File: config.mk
export PLATFORM = sky130hd
export DESIGN_NAME = vga_timing_gen_flat
export DESIGN_NICKNAME = d
export VERILOG_FILES = /design/src/rtl/vga_timing_gen_if.sv /design/src/rtl/vga_timing_gen.sv /design/src/flat_wrapper.sv
export SDC_FILE = /design/constraint.sdc
export NUM_CORES = 1
export LEC_CHECK = 0
export CORE_MARGIN = 5
export CORE_UTILIZATION = 51
export DETAILED_ROUTE_END_ITERATION = 7
export PLACE_DENSITY = 0.82
export SYNTH_ARGS = -nofsm -noshare
export SYNTH_HDL_FRONTEND = slang
export SYNTH_SLANG_ARGS = --single-unit
File: constraint.sdc
create_clock -name clk_in -period 2.8 [get_ports clk_in]
set_input_delay 0.56 -clock clk_in [delete_from_list [all_inputs] [get_ports clk_in]]
set_output_delay 0.56 -clock clk_in [all_outputs]
set_load 0.01 [all_outputs]
File: src/rtl/vga_timing_gen_if.sv
// Bundle between the VGA timing generator and its consumers (display, game logic).
// master = the timing generator, slave = a consumer that programs speed/pause.
interface vga_timing_gen_if #(
  parameter int SPEED_W = 4
);
  logic [SPEED_W-1:0] speed;
  logic               pause;
  logic               pix_ce;
  logic [9:0]         h_count;
  logic [9:0]         v_count;
  logic               hs;
  logic               vs;
  logic               video_on;
  logic               frame_tick;
  logic               game_tick;
  logic [2:0]         rgb;

  modport master (
    input  speed, pause,
    output pix_ce, h_count, v_count, hs, vs, video_on, frame_tick, game_tick, rgb
  );

  modport slave (
    output speed, pause,
    input  pix_ce, h_count, v_count, hs, vs, video_on, frame_tick, game_tick, rgb
  );
endinterface

File: src/rtl/vga_timing_gen.sv
// VGA timing, frame tick and programmable game tick from one clock via a pixel enable.
// Optional colour-bar test pattern on rgb when VGA_TEST_PATTERN_EN is defined.
module vga_timing_gen #(
  parameter int PIX_DIV  = 2,
  parameter int H_ACTIVE = 640,
  parameter int H_FP     = 16,
  parameter int H_SYNC   = 96,
  parameter int H_BP     = 48,
  parameter int V_ACTIVE = 480,
  parameter int V_FP     = 10,
  parameter int V_SYNC   = 2,
  parameter int V_BP     = 33,
  parameter int HS_POL   = 0,
  parameter int VS_POL   = 0,
  parameter int SPEED_W  = 4
) (
  input  logic             clk_in,
  input  logic             reset,
  vga_timing_gen_if.master vga
);
  localparam int H_TOTAL = H_ACTIVE + H_FP + H_SYNC + H_BP;
  localparam int V_TOTAL = V_ACTIVE + V_FP + V_SYNC + V_BP;
  localparam int DIV_W   = (PIX_DIV > 1) ? $clog2(PIX_DIV) : 1;

  localparam logic [DIV_W-1:0] DIV_LAST = DIV_W'(PIX_DIV - 1);
  localparam logic [9:0] H_LAST   = 10'(H_TOTAL - 1);
  localparam logic [9:0] V_LAST   = 10'(V_TOTAL - 1);
  localparam logic [9:0] H_ACT    = 10'(H_ACTIVE);
  localparam logic [9:0] V_ACT    = 10'(V_ACTIVE);
  localparam logic [9:0] HS_START = 10'(H_ACTIVE + H_FP);
  localparam logic [9:0] HS_END   = 10'(H_ACTIVE + H_FP + H_SYNC - 1);
  localparam logic [9:0] VS_START = 10'(V_ACTIVE + V_FP);
  localparam logic [9:0] VS_END   = 10'(V_ACTIVE + V_FP + V_SYNC - 1);
  localparam logic HS_ON  = (HS_POL != 0);
  localparam logic VS_ON  = (VS_POL != 0);
  // With a divide of 1 the enable is permanently high, including straight out of reset.
  localparam logic CE_RST = (PIX_DIV == 1);

  logic [DIV_W-1:0]   div_cnt_q, div_cnt_d;
  logic               pix_ce_q, pix_ce_d;
  logic [9:0]         h_count_q, h_count_d;
  logic [9:0]         v_count_q, v_count_d;
  logic               hs_q, hs_d;
  logic               vs_q, vs_d;
  logic               video_on_q, video_on_d;
  logic               frame_tick_q, frame_tick_d;
  logic               game_tick_q, game_tick_d;
  logic [SPEED_W-1:0] frame_cnt_q, frame_cnt_d;
  logic               frame_start;

  always_comb begin
    div_cnt_d = (div_cnt_q == DIV_LAST) ? '0 : div_cnt_q + 1'b1;
    pix_ce_d  = (div_cnt_d == DIV_LAST);

    h_count_d = h_count_q;
    v_count_d = v_count_q;
    if (pix_ce_q) begin
      if (h_count_q == H_LAST) begin
        h_count_d = '0;
        v_count_d = (v_count_q == V_LAST) ? '0 : v_count_q + 1'b1;
      end else begin
        h_count_d = h_count_q + 1'b1;
      end
    end
    frame_start = pix_ce_q && (h_count_q == H_LAST) && (v_count_q == V_LAST);

    // Decode from the next counter values so the registered flags line up with the counters.
    hs_d       = ((h_count_d >= HS_START) && (h_count_d <= HS_END)) ? HS_ON : ~HS_ON;
    vs_d       = ((v_count_d >= VS_START) && (v_count_d <= VS_END)) ? VS_ON : ~VS_ON;
    video_on_d = (h_count_d < H_ACT) && (v_count_d < V_ACT);

    frame_tick_d = frame_start;
    game_tick_d  = 1'b0;
    frame_cnt_d  = frame_cnt_q;
    if (frame_start && !vga.pause) begin
      // >= rather than == so lowering speed below the running count fires at the next frame.
      if (frame_cnt_q >= vga.speed) begin
        game_tick_d = 1'b1;
        frame_cnt_d = '0;
      end else begin
        frame_cnt_d = frame_cnt_q + 1'b1;
      end
    end
  end

  always_ff @(posedge clk_in) begin
    if (reset) begin
      div_cnt_q    <= '0;
      pix_ce_q     <= CE_RST;
      h_count_q    <= '0;
      v_count_q    <= '0;
      hs_q         <= ~HS_ON;
      vs_q         <= ~VS_ON;
      video_on_q   <= 1'b1;
      frame_tick_q <= 1'b0;
      game_tick_q  <= 1'b0;
      frame_cnt_q  <= '0;
    end else begin
      div_cnt_q    <= div_cnt_d;
      pix_ce_q     <= pix_ce_d;
      h_count_q    <= h_count_d;
      v_count_q    <= v_count_d;
      hs_q         <= hs_d;
      vs_q         <= vs_d;
      video_on_q   <= video_on_d;
      frame_tick_q <= frame_tick_d;
      game_tick_q  <= game_tick_d;
      frame_cnt_q  <= frame_cnt_d;
    end
  end

  assign vga.pix_ce     = pix_ce_q;
  assign vga.h_count    = h_count_q;
  assign vga.v_count    = v_count_q;
  assign vga.hs         = hs_q;
  assign vga.vs         = vs_q;
  assign vga.video_on   = video_on_q;
  assign vga.frame_tick = frame_tick_q;
  assign vga.game_tick  = game_tick_q;

`ifdef VGA_TEST_PATTERN_EN
  localparam logic [9:0] BAR_W = 10'(H_ACTIVE / 8);

  logic [2:0] rgb_q, rgb_d;

  always_comb begin
    rgb_d = video_on_d ? 3'(h_count_d / BAR_W) : 3'b000;
  end

  always_ff @(posedge clk_in) begin
    if (reset) begin
      rgb_q <= 3'b000;
    end else begin
      rgb_q <= rgb_d;
    end
  end

  assign vga.rgb = rgb_q;
`else
  assign vga.rgb = 3'b000;
`endif
endmodule
File: src/flat_wrapper.sv
// flat-port wrapper written by rule: the top's interface ports become plain ports
module vga_timing_gen_flat 
#(
  parameter int PIX_DIV  = 2,
  parameter int H_ACTIVE = 640,
  parameter int H_FP     = 16,
  parameter int H_SYNC   = 96,
  parameter int H_BP     = 48,
  parameter int V_ACTIVE = 480,
  parameter int V_FP     = 10,
  parameter int V_SYNC   = 2,
  parameter int V_BP     = 33,
  parameter int HS_POL   = 0,
  parameter int VS_POL   = 0,
  parameter int SPEED_W  = 4
)
  (clk_in, reset, vga_speed, vga_pause, vga_pix_ce, vga_h_count, vga_v_count, vga_hs, vga_vs, vga_video_on, vga_frame_tick, vga_game_tick, vga_rgb);
  vga_timing_gen_if #(.SPEED_W(SPEED_W)) vga_i ();
  input  logic clk_in;
  input  logic reset;
  input wire logic [$bits(vga_i.speed)-1:0] vga_speed;
  input wire logic [$bits(vga_i.pause)-1:0] vga_pause;
  output wire logic [$bits(vga_i.pix_ce)-1:0] vga_pix_ce;
  output wire logic [$bits(vga_i.h_count)-1:0] vga_h_count;
  output wire logic [$bits(vga_i.v_count)-1:0] vga_v_count;
  output wire logic [$bits(vga_i.hs)-1:0] vga_hs;
  output wire logic [$bits(vga_i.vs)-1:0] vga_vs;
  output wire logic [$bits(vga_i.video_on)-1:0] vga_video_on;
  output wire logic [$bits(vga_i.frame_tick)-1:0] vga_frame_tick;
  output wire logic [$bits(vga_i.game_tick)-1:0] vga_game_tick;
  output wire logic [$bits(vga_i.rgb)-1:0] vga_rgb;
  assign vga_i.speed = vga_speed;
  assign vga_i.pause = vga_pause;
  assign vga_pix_ce = vga_i.pix_ce;
  assign vga_h_count = vga_i.h_count;
  assign vga_v_count = vga_i.v_count;
  assign vga_hs = vga_i.hs;
  assign vga_vs = vga_i.vs;
  assign vga_video_on = vga_i.video_on;
  assign vga_frame_tick = vga_i.frame_tick;
  assign vga_game_tick = vga_i.game_tick;
  assign vga_rgb = vga_i.rgb;
  vga_timing_gen #(.PIX_DIV(PIX_DIV), .H_ACTIVE(H_ACTIVE), .H_FP(H_FP), .H_SYNC(H_SYNC), .H_BP(H_BP), .V_ACTIVE(V_ACTIVE), .V_FP(V_FP), .V_SYNC(V_SYNC), .V_BP(V_BP), .HS_POL(HS_POL), .VS_POL(VS_POL), .SPEED_W(SPEED_W)) u_core (.clk_in(clk_in), .reset(reset), .vga(vga_i));
endmodule
==> impl_metrics.ini, run 1 <==
[global_route]
met2_usage_pct = 32.5
use_met3_pct = 5.91
grt_max_degree = 16
grt_pass1_wl_mm = 6.88
grt_util_all_layers_pct = 19.6
grt_overflow = 0
antenna_found_initial = 0
grt_pass1_vias = 1557
grt-busiest-layer = met2
grt_use_met1_pct = 23.3

[logic_synthesis]
synth_compound_area_share_pct = 12.4
synth-edff-count = 0
synth_top_cell_by_area = dfxtp_1
synth_fa_ha_area_share_pct = 5.82
synth_xor_area_share_pct = 7.64
synth_area_leaders = dfxtp_1 35%, ha_1 5.8%, xor2_1 4.6%
synth_mux_area_share_pct = 0
seq_area_frac_synth_pct = 34.9
synth.distinct_cells = 44
ys_warn_count = 0
synthSimpleGateAreaFrac_pct = 31.2
synth_top_flop_cell = dfxtp_1
synth_top_family_by_area = simple AND/OR/NAND/NOR gates
synth_top_area_share_pct = 34.9
netlist_area_sq_um = 1720
synthArstFlopShare_pct = 0
yosys_register_bits = 30
avgSynthCellArea_sq_um = 8.27
synth_cells = 208

[setup_path]
slowest_stage = dfxtp_1
crit_top_cell = or4_1
worst_setup_path_start_kind = flop
max_stage_delay_ps = 600
crit_arrival_ps = 2470
critPathCaptureType = flop
cp_max_fo = 11
path_cells = nand4_4 -> or4_1 -> a211o_1 -> or4_1
critical_path_buf_inv_count = 0
required_ps = 3000
worst-setup-path-type = flop to flop
crit_family = simple AND/OR/NAND/NOR gates

[final_layout]
final_layout_size_suffix_gt1_share_pct = 6.64
fin_nets = 255
antenna_cells = 0
n_fill_cell = 304
area_delta_synth_final_pct = 21.7
layout.cells.non_filler = 287
final_cell_mix = 32 x clkdlybuf4s50_1, 30 x dfxtp_1, 20 x nand2_1, 19 x nor2_1, 15 x nand3_1
final_common_cell = clkdlybuf4s50_1

[sta]
fin_skew_ps = 8.51
clock.fmax_ghz = 0.440
finalSetupViolCount = 0
timing.hold.ws_ps = 501
post-route-min-period_ps = 2270
fin_setup_tns_ps = 0
finalHoldViolations = 0
timing.final.ws_setup_ps = 527
maxSlewViolCount = 0
rsz0062_at_grt = no
fin_crit_sh_pct = 81.2

[power_and_ir_drop]
swShare_pct = 23.3
switchingPower_mw = 0.173
irDropWorstVdd_mv = 0.285
internal_power_mw = 0.570
power.leakage_nw = 0.727
power_frac_seq_pct = 58.7
power_density_nw_per_um2 = 355
comb_power_share_pct = 5.1
pwr-share-clk_pct = 36.2
power_mw = 0.743

[drt]
firstDrtPassIters = 4
antenna_left = 0
drt_iter0_drc = 161
avgRoutedWirePerCell_um = 14.0
routed_wl_mm = 4.01
num_vias = 1638
viasPerCell = 5.71
drc = 0

[clocking]
cts_tree = yes
cts_hold_buf = 0
cts_made_buffers = 5
h-tree-depth = 2
cts_buffer_depth = 2
clkTransAtPathRegs_ps = 90
cts_resized = 0
clock_latency_ps = 330
clock_sinks = 30
postCtsSetupBuffers = 0
root_buffer = clkbuf_4

[placement]
place_ws_ps = 534
gp_congestion = 0.869
dpl.cell_count = 279
io_buffers = 32
place_hpwl_mm = 2.94

[outcome]
outcome = finished clean

[die]
boundaryPins = 36
core-area_sq_um = 3310
fp.dieW_um = 68.1
rows = 21
start_util_pct = 52.0
fp.dieH_um = 68.1
die_area_sq_um = 4630

[worst_hold_path]
hp-class = flop to flop

[run]
drv_cap = 0
==> tightest hold or removal path, stage by stage, from the launching register on <==
cell and delay (ps):
dfxtp_1 350, nand2_1 70, a21oi_1 50
==> worst paths after layout <==
| check | from | endpoint | slack (ps) | depth (start not counted) |
|---|---|---|---|---|
| worst max-delay path | u_core.div_cnt_q | u_core.vga.hs | 530 | 4 |
| worst min-delay path | u_core.frame_cnt_q[0] | u_core.frame_cnt_q[0] | 500 | 2 |
| worst max register to register | u_core.div_cnt_q | u_core.vga.hs | 530 | 4 |
| worst min register to register | u_core.frame_cnt_q[0] | u_core.frame_cnt_q[0] | 500 | 2 |
==> layout make-up <==
type                            count  area, sq um  area share [%]
Clock buffer                        7         55.1            2.63
Clock inverter                      1         5.00           0.239
Inverter                            9         33.8            1.61
Multi-Input combinational cell    158          992            47.4
Sequential cell                    30          601            28.7
Tap cell                           46         57.6            2.75
Timing Repair Buffer               36          350            16.7
==> state kept, by name, summed over array words and instances (netlist names) <==
| signal | flops |
|---|---|
| u_core.frame_cnt_q | 4 |
| u_core.vga.v_count | 10 |
| u_core.vga.vs | 1 |
| u_core.vga.hs | 1 |
| u_core.div_cnt_q | 1 |
| u_core.vga.h_count | 10 |
| u_core.vga.video_on | 1 |
| u_core.vga.frame_tick | 1 |
| u_core.vga.game_tick | 1 |
==> stage by stage <==
step | area, sq um | utilization [%]
2_1_floorplan | 1730 | -
3_3_place_gp | 2030 | 61.5
3_5_place_dp | 2030 | 61.5
4_1_cts | 2090 | 63.3
5_1_grt | 2090 | 63.3
6_report | 2090 | 63.3
==> per-layer routing <==
| metal | share of wire (%) | routed length (um) | up-vias |
|---|---|---|---|
| met5 | 0 | 0 | - |
| met4 | 2.3 | 91 | 0 |
| met3 | 5.8 | 231 | 11 |
| met2 | 49 | 1980 | 58 |
| met1 | 43 | 1710 | 757 |
| li1 | - | - | 812 |
==> kinds of logic (layout without fill, tap and decap cells) <==
family | Yosys count | after routing
simple gates | 99 | 99
compound gates | 33 | 33
flops | 30 | 30
buf+inv | 22 | 53
xor+xnor | 15 | 15
fa+ha+maj | 8 | 8
other cells | 1 | 3
==> synth_stat cells, types with 4 or more instances <==
library cell	count
a21oi_1	11
clkbuf_1	5
clkbuf_8	4
dfxtp_1	30
ha_1	8
inv_1	9
nand2_1	20
nand3_1	15
nand4_1	10
nor2_1	19
nor3_1	10
nor4_1	4
o21ai_0	6
xnor2_1	6
xor2_1	9
==> power by group through the flow <==
| stage | clock network, mW | logic, mW | registers, mW |
|---|---|---|---|
| 5_1_grt | 0.299 | 0.0422 | 0.437 |
| 2_1_floorplan | 0 | 0.0249 | 0.444 |
| 6_report | 0.269 | 0.0379 | 0.436 |
| 3_5_place_dp | 0 | 0.0377 | 0.446 |
| 3_3_place_gp | 0 | 0.0375 | 0.446 |
| 4_1_cts | 0.273 | 0.0381 | 0.436 |
(Power assumes the default switching activity.)
==> run 2, diff against run 1 <==
==> constraint.sdc (replaced) <==
create_clock -name clk_in -period 2.35 [get_ports clk_in]
set_input_delay 0.47 -clock clk_in [delete_from_list [all_inputs] [get_ports clk_in]]
set_output_delay 0.47 -clock clk_in [all_outputs]
set_load 0.01 [all_outputs]
==> impl_metrics.ini, run 2 (synthesis gave the netlist of run 1 again) <==
[sta]
clock.fmax_ghz = 0.483
finalSetupViolCount = 0
fin_crit_sh_pct = 88.2
fin_setup_tns_ps = 0
fin_skew_ps = 12.4
rsz0062_at_grt = no
maxSlewViolCount = 0
post-route-min-period_ps = 2070
finalHoldViolations = 0

[setup_path]
max_stage_delay_ps = 520
crit_family = simple AND/OR/NAND/NOR gates
crit_arrival_ps = 2280
worst-setup-path-type = flop to flop
crit_top_cell = or4_1
worst_setup_path_start_kind = flop
reg2reg_from = u_core.vga.h_count[2]
worstSetupStartpoint = u_core.vga.h_count[2]
cp_max_fo = 6
path_cells = nand4_4 -> or4_1 -> a211o_1 -> or4_1
r2r_cells = 4
rrSetupSlack_ps = 280
r2r-end = u_core.vga.hs
required_ps = 2560
slowest_stage = or4_1
critPathCaptureType = flop
critical_path_buf_inv_count = 0

[power_and_ir_drop]
comb_power_share_pct = 6.3
power.leakage_nw = 0.761
switchingPower_mw = 0.196
swShare_pct = 23.2
power_mw = 0.847
pwr-share-clk_pct = 32.7
irDropWorstVdd_mv = 0.219
power_frac_seq_pct = 61.0
internal_power_mw = 0.650
power_density_nw_per_um2 = 394

[clocking]
clock_sinks = 30
clock_latency_ps = 330
root_buffer = clkbuf_4
cts_hold_buf = 0
h-tree-depth = 2
cts_made_buffers = 5
clkTransAtPathRegs_ps = 90
cts_tree = yes
cts_buffer_depth = 2

[worst_hold_path]
hp-class = flop to flop
min_from = u_core.frame_cnt_q[1]
min_to = u_core.frame_cnt_q[1]
hold_depth = 2

[final_layout]
n_fill_cell = 300
final_cell_mix = 32 x clkdlybuf4s50_1, 30 x dfxtp_1, 20 x nand2_1, 19 x nor2_1, 15 x nand3_1
final_layout_size_suffix_gt1_share_pct = 9.24
seq_area_sq_um = 601
area_delta_synth_final_pct = 24.8
antenna_cells = 0
final_common_cell = clkdlybuf4s50_1
fin_nets = 264
multi_input_area_sq_um = 992

[die]
fp.dieH_um = 68.1
boundaryPins = 36
die_area_sq_um = 4630
start_util_pct = 52.0
fp.dieW_um = 68.1
core-area_sq_um = 3310
rows = 21

[run]
drv_cap = 0

[drt]
viasPerCell = 5.53
drt_iter0_drc = 162
firstDrtPassIters = 4
avgRoutedWirePerCell_um = 13.2
num_vias = 1631
drc = 0
routed_wl_mm = 3.90
antenna_left = 0

[global_route]
grt_util_all_layers_pct = 18.3
grt_overflow = 0
grt_pass1_vias = 1398
grt_max_degree = 12
grt_pass1_wl_mm = 6.51
antenna_found_initial = 0

[placement]
io_buffers = 32
gp_congestion = 0.958
place_hpwl_mm = 2.89

[outcome]
outcome = finished clean
==> run 2: metrics by stage <==
stage | hold slack [ps] | utilization, % | area [sq um] | setup slack [ps] | std cells
after floorplan | 462 | - | 1730 | 267 | 210
after global placement | 477 | 63.0 | 2090 | 320 | 286
after detailed placement | 482 | 63.0 | 2090 | 282 | 286
after CTS | 494 | 64.4 | 2130 | 242 | 293
after global routing | 534 | 64.9 | 2150 | 121 | 295
final | 492 | 64.9 | 2150 | 278 | 295
==> run 2: timing repair <==
| action | 4_1_cts | 5_1_grt |
|---|---|---|
| setup buffers | 0 | 2 |
| gates resized for setup | 0 | 0 |
| endpoints found under the setup margin | 0 | 1 |
| endpoints found under the hold margin | 0 | 0 |
==> run 2: tightest hold or removal path, stage by stage, from the launching register on <==
cell and delay [ps]:
dfxtp_1 340, nand2_1 60, a21oi_1 50
==> run 2: cell type report <==
class,instances,share of cell area [%]
repair buffers,45,19.5
flip-flops and latches,30,28.0
well taps,46,2.68
inverters,9,1.57
multi-input cells,158,46.2
clock buffers,7,2.10
==> run 2: worst max path at each step <==
stage	cells after the start	to
floorplan	5	u_core.vga.hs
global placement	7	u_core.frame_cnt_q[2]
detailed placement	8	u_core.vga.video_on
CTS	8	u_core.vga.video_on
global route	8	u_core.vga.video_on
finish	4	u_core.vga.hs
==> run 2: power by group through the flow <==
stage	combinational [mW]	sequential [mW]	clock [mW]
floorplan	0.0296	0.529	0
global placement	0.0521	0.528	0
detailed placement	0.0525	0.529	0
CTS	0.0532	0.517	0.285
global route	0.0591	0.518	0.313
finish	0.0531	0.517	0.277
==> run 2: layer usage <==
layer  up-vias  global-route usage (%)  wire, um
met5         -                       0         0
met1       757                    23.2      1800
met2        41                    29.6      1810
met4         0                    7.69        64
li1        824                       -         -
met3         9                    4.43       225
